File: src/rtl/apb_master_arbiter_if.sv
// apb_master_arbiter_if: requester command/completion ports and APB master bus of apb_master_arbiter
interface apb_master_arbiter_if;
  logic       req0_valid, req0_write, req0_ready, req0_done, req0_err;
  logic [7:0] req0_addr, req0_wdata, req0_rdata;
  logic       req1_valid, req1_write, req1_ready, req1_done, req1_err;
  logic [7:0] req1_addr, req1_wdata, req1_rdata;
  logic       PSELx, PENABLE, PWRITE, PREADY;
  logic [7:0] PADDR, PWDATA, PRDATA;
  modport master (
    input  req0_valid, req0_write, req0_addr, req0_wdata,
    input  req1_valid, req1_write, req1_addr, req1_wdata,
    input  PREADY, PRDATA,
    output req0_ready, req0_done, req0_rdata, req0_err,
    output req1_ready, req1_done, req1_rdata, req1_err,
    output PSELx, PENABLE, PWRITE, PADDR, PWDATA
  );
  modport slave (
    output req0_valid, req0_write, req0_addr, req0_wdata,
    output req1_valid, req1_write, req1_addr, req1_wdata,
    output PREADY, PRDATA,
    input  req0_ready, req0_done, req0_rdata, req0_err,
    input  req1_ready, req1_done, req1_rdata, req1_err,
    input  PSELx, PENABLE, PWRITE, PADDR, PWDATA
  );
endinterface

File: src/rtl/apb_master_arbiter.sv
// apb_master_arbiter: two-requester round-robin APB master.
// Define APB_TIMEOUT_EN to abort ACCESS after TIMEOUT_CYCLES wait states with err=1.
module apb_master_arbiter #(
  parameter int TIMEOUT_CYCLES = 16
) (
  input logic PCLK,
  input logic PRESET,
  apb_master_arbiter_if.master bus
);
  typedef enum logic [1:0] {IDLE, SETUP, ACCESS} state_t;
  state_t state;
  logic gnt, last, pick, to;
  // Contention goes to the requester not granted last; otherwise whichever is valid.
  assign pick = (bus.req0_valid && bus.req1_valid) ? ~last : bus.req1_valid;
  assign bus.req0_ready = !PRESET && state == IDLE && bus.req0_valid && !pick;
  assign bus.req1_ready = !PRESET && state == IDLE && bus.req1_valid && pick;
`ifdef APB_TIMEOUT_EN
  localparam int CW = $clog2(TIMEOUT_CYCLES + 1);
  logic [CW-1:0] cnt;
  logic err0, err1;
  assign to = !bus.PREADY && cnt == CW'(TIMEOUT_CYCLES - 1);
  always_ff @(posedge PCLK or posedge PRESET)
    if (PRESET) begin
      cnt <= '0;
      err0 <= 1'b0;
      err1 <= 1'b0;
    end else begin
      cnt <= state == SETUP ? '0 : (state == ACCESS && !bus.PREADY) ? cnt + 1'b1 : cnt;
      if (state == ACCESS && (bus.PREADY || to)) begin
        if (gnt) err1 <= to;
        else err0 <= to;
      end
    end
  assign bus.req0_err = err0;
  assign bus.req1_err = err1;
`else
  assign to = 1'b0;
  assign bus.req0_err = 1'b0;
  assign bus.req1_err = 1'b0;
`endif
  // The APB address/data registers double as the latched command.
  always_ff @(posedge PCLK or posedge PRESET)
    if (PRESET) begin
      state <= IDLE;
      gnt <= 1'b0;
      last <= 1'b1;
      bus.PSELx <= 1'b0;
      bus.PENABLE <= 1'b0;
      bus.PWRITE <= 1'b0;
      bus.PADDR <= '0;
      bus.PWDATA <= '0;
      bus.req0_done <= 1'b0;
      bus.req1_done <= 1'b0;
      bus.req0_rdata <= '0;
      bus.req1_rdata <= '0;
    end else begin
      bus.req0_done <= 1'b0;
      bus.req1_done <= 1'b0;
      case (state)
        IDLE: if (bus.req0_valid || bus.req1_valid) begin
          state <= SETUP;
          gnt <= pick;
          last <= pick;
          bus.PSELx <= 1'b1;
          bus.PWRITE <= pick ? bus.req1_write : bus.req0_write;
          bus.PADDR <= pick ? bus.req1_addr : bus.req0_addr;
          bus.PWDATA <= pick ? bus.req1_wdata : bus.req0_wdata;
        end
        SETUP: begin
          state <= ACCESS;
          bus.PENABLE <= 1'b1;
        end
        ACCESS: if (bus.PREADY || to) begin
          state <= IDLE;
          bus.PSELx <= 1'b0;
          bus.PENABLE <= 1'b0;
          bus.PWRITE <= 1'b0;
          bus.PADDR <= '0;
          bus.PWDATA <= '0;
          if (gnt) begin
            bus.req1_done <= 1'b1;
            if (to || !bus.PWRITE) bus.req1_rdata <= to ? '0 : bus.PRDATA;
          end else begin
            bus.req0_done <= 1'b1;
            if (to || !bus.PWRITE) bus.req0_rdata <= to ? '0 : bus.PRDATA;
          end
        end
        default: state <= IDLE;
      endcase
    end
endmodule

File: src/flat_wrapper.sv
// flat-port wrapper written by rule: the top's interface ports become plain ports
module apb_master_arbiter_flat 
#(
  parameter int TIMEOUT_CYCLES = 16
)
  (PCLK, PRESET, bus_req0_valid, bus_req0_write, bus_req0_addr, bus_req0_wdata, bus_req1_valid, bus_req1_write, bus_req1_addr, bus_req1_wdata, bus_PREADY, bus_PRDATA, bus_req0_ready, bus_req0_done, bus_req0_rdata, bus_req0_err, bus_req1_ready, bus_req1_done, bus_req1_rdata, bus_req1_err, bus_PSELx, bus_PENABLE, bus_PWRITE, bus_PADDR, bus_PWDATA);
  apb_master_arbiter_if bus_i ();
  input logic PCLK;
  input logic PRESET;
  input wire logic [$bits(bus_i.req0_valid)-1:0] bus_req0_valid;
  input wire logic [$bits(bus_i.req0_write)-1:0] bus_req0_write;
  input wire logic [$bits(bus_i.req0_addr)-1:0] bus_req0_addr;
  input wire logic [$bits(bus_i.req0_wdata)-1:0] bus_req0_wdata;
  input wire logic [$bits(bus_i.req1_valid)-1:0] bus_req1_valid;
  input wire logic [$bits(bus_i.req1_write)-1:0] bus_req1_write;
  input wire logic [$bits(bus_i.req1_addr)-1:0] bus_req1_addr;
  input wire logic [$bits(bus_i.req1_wdata)-1:0] bus_req1_wdata;
  input wire logic [$bits(bus_i.PREADY)-1:0] bus_PREADY;
  input wire logic [$bits(bus_i.PRDATA)-1:0] bus_PRDATA;
  output wire logic [$bits(bus_i.req0_ready)-1:0] bus_req0_ready;
  output wire logic [$bits(bus_i.req0_done)-1:0] bus_req0_done;
  output wire logic [$bits(bus_i.req0_rdata)-1:0] bus_req0_rdata;
  output wire logic [$bits(bus_i.req0_err)-1:0] bus_req0_err;
  output wire logic [$bits(bus_i.req1_ready)-1:0] bus_req1_ready;
  output wire logic [$bits(bus_i.req1_done)-1:0] bus_req1_done;
  output wire logic [$bits(bus_i.req1_rdata)-1:0] bus_req1_rdata;
  output wire logic [$bits(bus_i.req1_err)-1:0] bus_req1_err;
  output wire logic [$bits(bus_i.PSELx)-1:0] bus_PSELx;
  output wire logic [$bits(bus_i.PENABLE)-1:0] bus_PENABLE;
  output wire logic [$bits(bus_i.PWRITE)-1:0] bus_PWRITE;
  output wire logic [$bits(bus_i.PADDR)-1:0] bus_PADDR;
  output wire logic [$bits(bus_i.PWDATA)-1:0] bus_PWDATA;
  assign bus_i.req0_valid = bus_req0_valid;
  assign bus_i.req0_write = bus_req0_write;
  assign bus_i.req0_addr = bus_req0_addr;
  assign bus_i.req0_wdata = bus_req0_wdata;
  assign bus_i.req1_valid = bus_req1_valid;
  assign bus_i.req1_write = bus_req1_write;
  assign bus_i.req1_addr = bus_req1_addr;
  assign bus_i.req1_wdata = bus_req1_wdata;
  assign bus_i.PREADY = bus_PREADY;
  assign bus_i.PRDATA = bus_PRDATA;
  assign bus_req0_ready = bus_i.req0_ready;
  assign bus_req0_done = bus_i.req0_done;
  assign bus_req0_rdata = bus_i.req0_rdata;
  assign bus_req0_err = bus_i.req0_err;
  assign bus_req1_ready = bus_i.req1_ready;
  assign bus_req1_done = bus_i.req1_done;
  assign bus_req1_rdata = bus_i.req1_rdata;
  assign bus_req1_err = bus_i.req1_err;
  assign bus_PSELx = bus_i.PSELx;
  assign bus_PENABLE = bus_i.PENABLE;
  assign bus_PWRITE = bus_i.PWRITE;
  assign bus_PADDR = bus_i.PADDR;
  assign bus_PWDATA = bus_i.PWDATA;
  apb_master_arbiter #(.TIMEOUT_CYCLES(TIMEOUT_CYCLES)) u_core (.PCLK(PCLK), .PRESET(PRESET), .bus(bus_i));
endmodule
File: config.mk
export PLATFORM = sky130hd
export DESIGN_NAME = apb_master_arbiter_flat
export DESIGN_NICKNAME = d
export VERILOG_FILES = /design/src/rtl/apb_master_arbiter_if.sv /design/src/rtl/apb_master_arbiter.sv /design/src/flat_wrapper.sv
export SDC_FILE = /design/constraint.sdc
export NUM_CORES = 1
export LEC_CHECK = 0
export CELL_PAD_IN_SITES_DETAIL_PLACEMENT = 0
export CELL_PAD_IN_SITES_GLOBAL_PLACEMENT = 1
export CORE_AREA = 4 4 79 81
export DETAILED_ROUTE_END_ITERATION = 6
export DIE_AREA = 0 0 83 85
export PLACE_DENSITY = 0.8
export SYNTH_ARGS = -nofsm -noshare
export SYNTH_HDL_FRONTEND = slang
export SYNTH_SLANG_ARGS = --single-unit
File: constraint.sdc
create_clock -name PCLK -period 4.7 [get_ports PCLK]
set_input_delay 0.705 -clock PCLK [delete_from_list [all_inputs] [get_ports PCLK]]
set_output_delay 0.705 -clock PCLK [all_outputs]
set_load 0.01 [all_outputs]
==> results.json <==
{
  "post_cts_resized": 0,
  "grt_util_all_layers_pct": 12.9,
  "synthCells": 124,
  "critPathKind": "primary input to primary output",
  "ys_types": 23,
  "use_met3_pct": 3.79,
  "synth_area_mm2": 0.00178,
  "drtIter0Drc": 47,
  "root_buffer": "clkbuf_8",
  "num_antenna_cells": 0,
  "final_cell_mix": "clkdlybuf4s50_1, dfrtp_1, mux2_2, mux2i_1, o2bb2ai_1",
  "synth_area_leaders": "dfrtp_1, mux2_2, mux2i_1",
  "worst_slack_ns": 1.57,
  "dieArea_mm2": 0.00706,
  "max_slew_margin_pct": 53.8,
  "initial_core_util_pct": 32.5,
  "fmax_ghz": 0.320,
  "grt_pass1_wl_um": 7310,
  "cp_max_fo": 21,
  "rsz0062_at_grt": "false",
  "rrSetupSlack_ns": 3.06,
  "power_density_mw_per_mm2": 589,
  "h-tree-depth": 2,
  "viasPerCell": 4.62,
  "cts_made_buffers": 5,
  "yosysTopAreaCellShare_pct": 56.3,
  "rr_endpoint": "u_core.bus.PADDR[3]",
  "status": "finished clean",
  "synth_area_per_cell_um2": 14.3,
  "routed_wl_um": 4400,
  "cts_sinks": 41,
  "maxCapViolations": 0,
  "top_usage_layer": "met2",
  "yosysWarnings": 0,
  "grt_pass1_vias": 1414,
  "wl_per_cell_um": 15.4,
  "final_common_cell": "clkdlybuf4s50_1",
  "fill_cells": 499,
  "worstSkewPairLatency_ns": 0.29,
  "cts_tree": "yes",
  "grt_start_max_net_pins": 43,
  "area_growth_pct": 57.3,
  "worstSetupStartpointType": "primary input",
  "drc_errors": 0,
  "crit_end": "bus_req1_ready",
  "rr_startpoint": "u_core.state[1]",
  "synth_top_area_cell": "dfrtp_1",
  "worst_hold_path_type": "flop to flop",
  "peakVddDrop_mv": 0.198,
  "die_width_um": 83,
  "hold_viol_final": 0,
  "firstDrtPassIters": 2,
  "cp-end-kind": "primary output",
  "synth-seq-cells": 41,
  "antenna_found_initial": 0,
  "fin_crit_ns": 3.13,
  "post-cts-setup-buffer-count": 0,
  "worstPathRequired_ns": 3.99,
  "fin_tns_setup_ns": 0,
  "gp_congestion": 0.781,
  "core-area_mm2": 0.00547,
  "use_met2_pct": 21.3,
  "leakage_nw": 1.19,
  "worst_slew_pin_slew_ns": 0.694,
  "ant_nets": 0,
  "finalPower_mw": 1.65,
  "nets": 259,
  "core.rowCount": 27,
  "r2r_cells": 3,
  "finalCritPeriodShare_pct": 66.6,
  "vias": 1318,
  "worstPathArrival_ns": 2.42,
  "cts_hold_buf": 0,
  "io_buffers": 85,
  "dpl.hpwl_um": 3250,
  "fp.dieH_um": 85,
  "grt.met1_usage_pct": 16.0,
  "drive_above_1_share_pct": 16.0,
  "slew_violations": 0,
  "setup_viol": 0,
  "clk_pin_slew_worst_paths_ns": 0.07,
  "crit_start": "bus_req1_valid",
  "post-place-ws_ns": 1.53,
  "grt.overflow.total": 0,
  "cts.path.max_buffers": 2,
  "skew_ns": 0.00709,
  "ios": 88,
  "ys_seq_area_share_pct": 57.8
}
==> through the flow <==
stage	util (%)	instance area, um2	hold slack (ns)	instances
final	51.1	2800	0.487	285
after global routing	51.1	2800	0.501	285
after CTS	51.1	2800	0.494	285
after detailed placement	49.1	2690	0.473	277
after global placement	49.1	2690	0.463	277
after floorplan	-	1780	0.496	125
==> cell usage after synthesis <==
library cell,count
a21boi_0,2
o22a_1,1
or3_1,1
and2b_1,1
o21ai_0,1
and3_1,1
nor3_4,2
o2bb2ai_1,17
mux2i_1,17
nor2_1,3
dfstp_2,1
inv_1,4
mux2_2,19
conb_1,1
buf_6,1
buf_4,3
nor4bb_1,1
buf_2,3
dfrtp_1,40
nand2_1,2
nand3b_4,1
buf_8,1
nor3_1,1
==> how the worst min path moves through the flow <==
stage                               startpoint                   end  slack (ns)  cells past startpoint
after floorplan                     u_core.gnt  u_core.bus.req0_done        0.50                      1
after global placement        u_core.bus.PSELx      u_core.bus.PSELx        0.46                      2
after detailed placement  u_core.bus.PWDATA[6]  u_core.bus.PWDATA[6]        0.47                      1
after CTS                 u_core.bus.PWDATA[7]  u_core.bus.PWDATA[7]        0.49                      1
after global routing      u_core.bus.PWDATA[6]  u_core.bus.PWDATA[6]        0.50                      1
final                     u_core.bus.PWDATA[7]  u_core.bus.PWDATA[7]        0.49                      1
==> worst max-delay path, stage by stage <==
cell	delay (ns)
clkdlybuf4s50_1	0.50
a21boi_2	0.16
buf_4	0.33
and3_1	0.20
clkdlybuf4s50_1	0.53
==> cell type report <==
cell class              instances  area, um2  share of cell area, %
inverters                       4       15.0                  0.537
well taps                      72       90.1                   3.22
repair buffers                 88        873                   31.2
clock buffers                   6       72.6                   2.60
flip-flops and latches         41       1030                   36.7
clock inverters                 2       38.8                   1.39
multi-input cells              72        679                   24.3
==> where the power goes <==
group / internal (mW) / switching (mW)
clock: 0.159 / 0.120
sequential: 0.518 / 0.105
combinational: 0.443 / 0.304
total: 1.12 / 0.528
==> sequential cells by signal, summed over array words and instances (netlist names) <==
signal / count
u_core.last: 1
u_core.bus.PADDR: 8
u_core.bus.req0_rdata: 8
u_core.bus.PWDATA: 8
u_core.bus.req1_rdata: 8
u_core.bus.PWRITE: 1
u_core.bus.req0_done: 1
u_core.bus.req1_done: 1
u_core.bus.PSELx: 1
u_core.state: 2
u_core.bus.PENABLE: 1
u_core.gnt: 1
==> routing by layer <==
metal,wire length [um],up-vias
met5,0,-
li1,-,625
met3,275,5
met2,2100,49
met4,68,0
met1,1960,639
==> cells by family (layout without fill, tap and decap cells) <==
logic type / count (synthesis) / in the layout / synth area share [%]
AO/OA/AOI/OAI: 21 / 21 / 9.99
multiplexers: 36 / 36 / 21.6
other: 1 / 2 / 0.211
buffers and inverters: 12 / 100 / 4.43
AND/OR/NAND/NOR: 13 / 13 / 5.98
flip-flops: 41 / 41 / 57.8
Note: power is estimated with default switching activity, not from simulation.
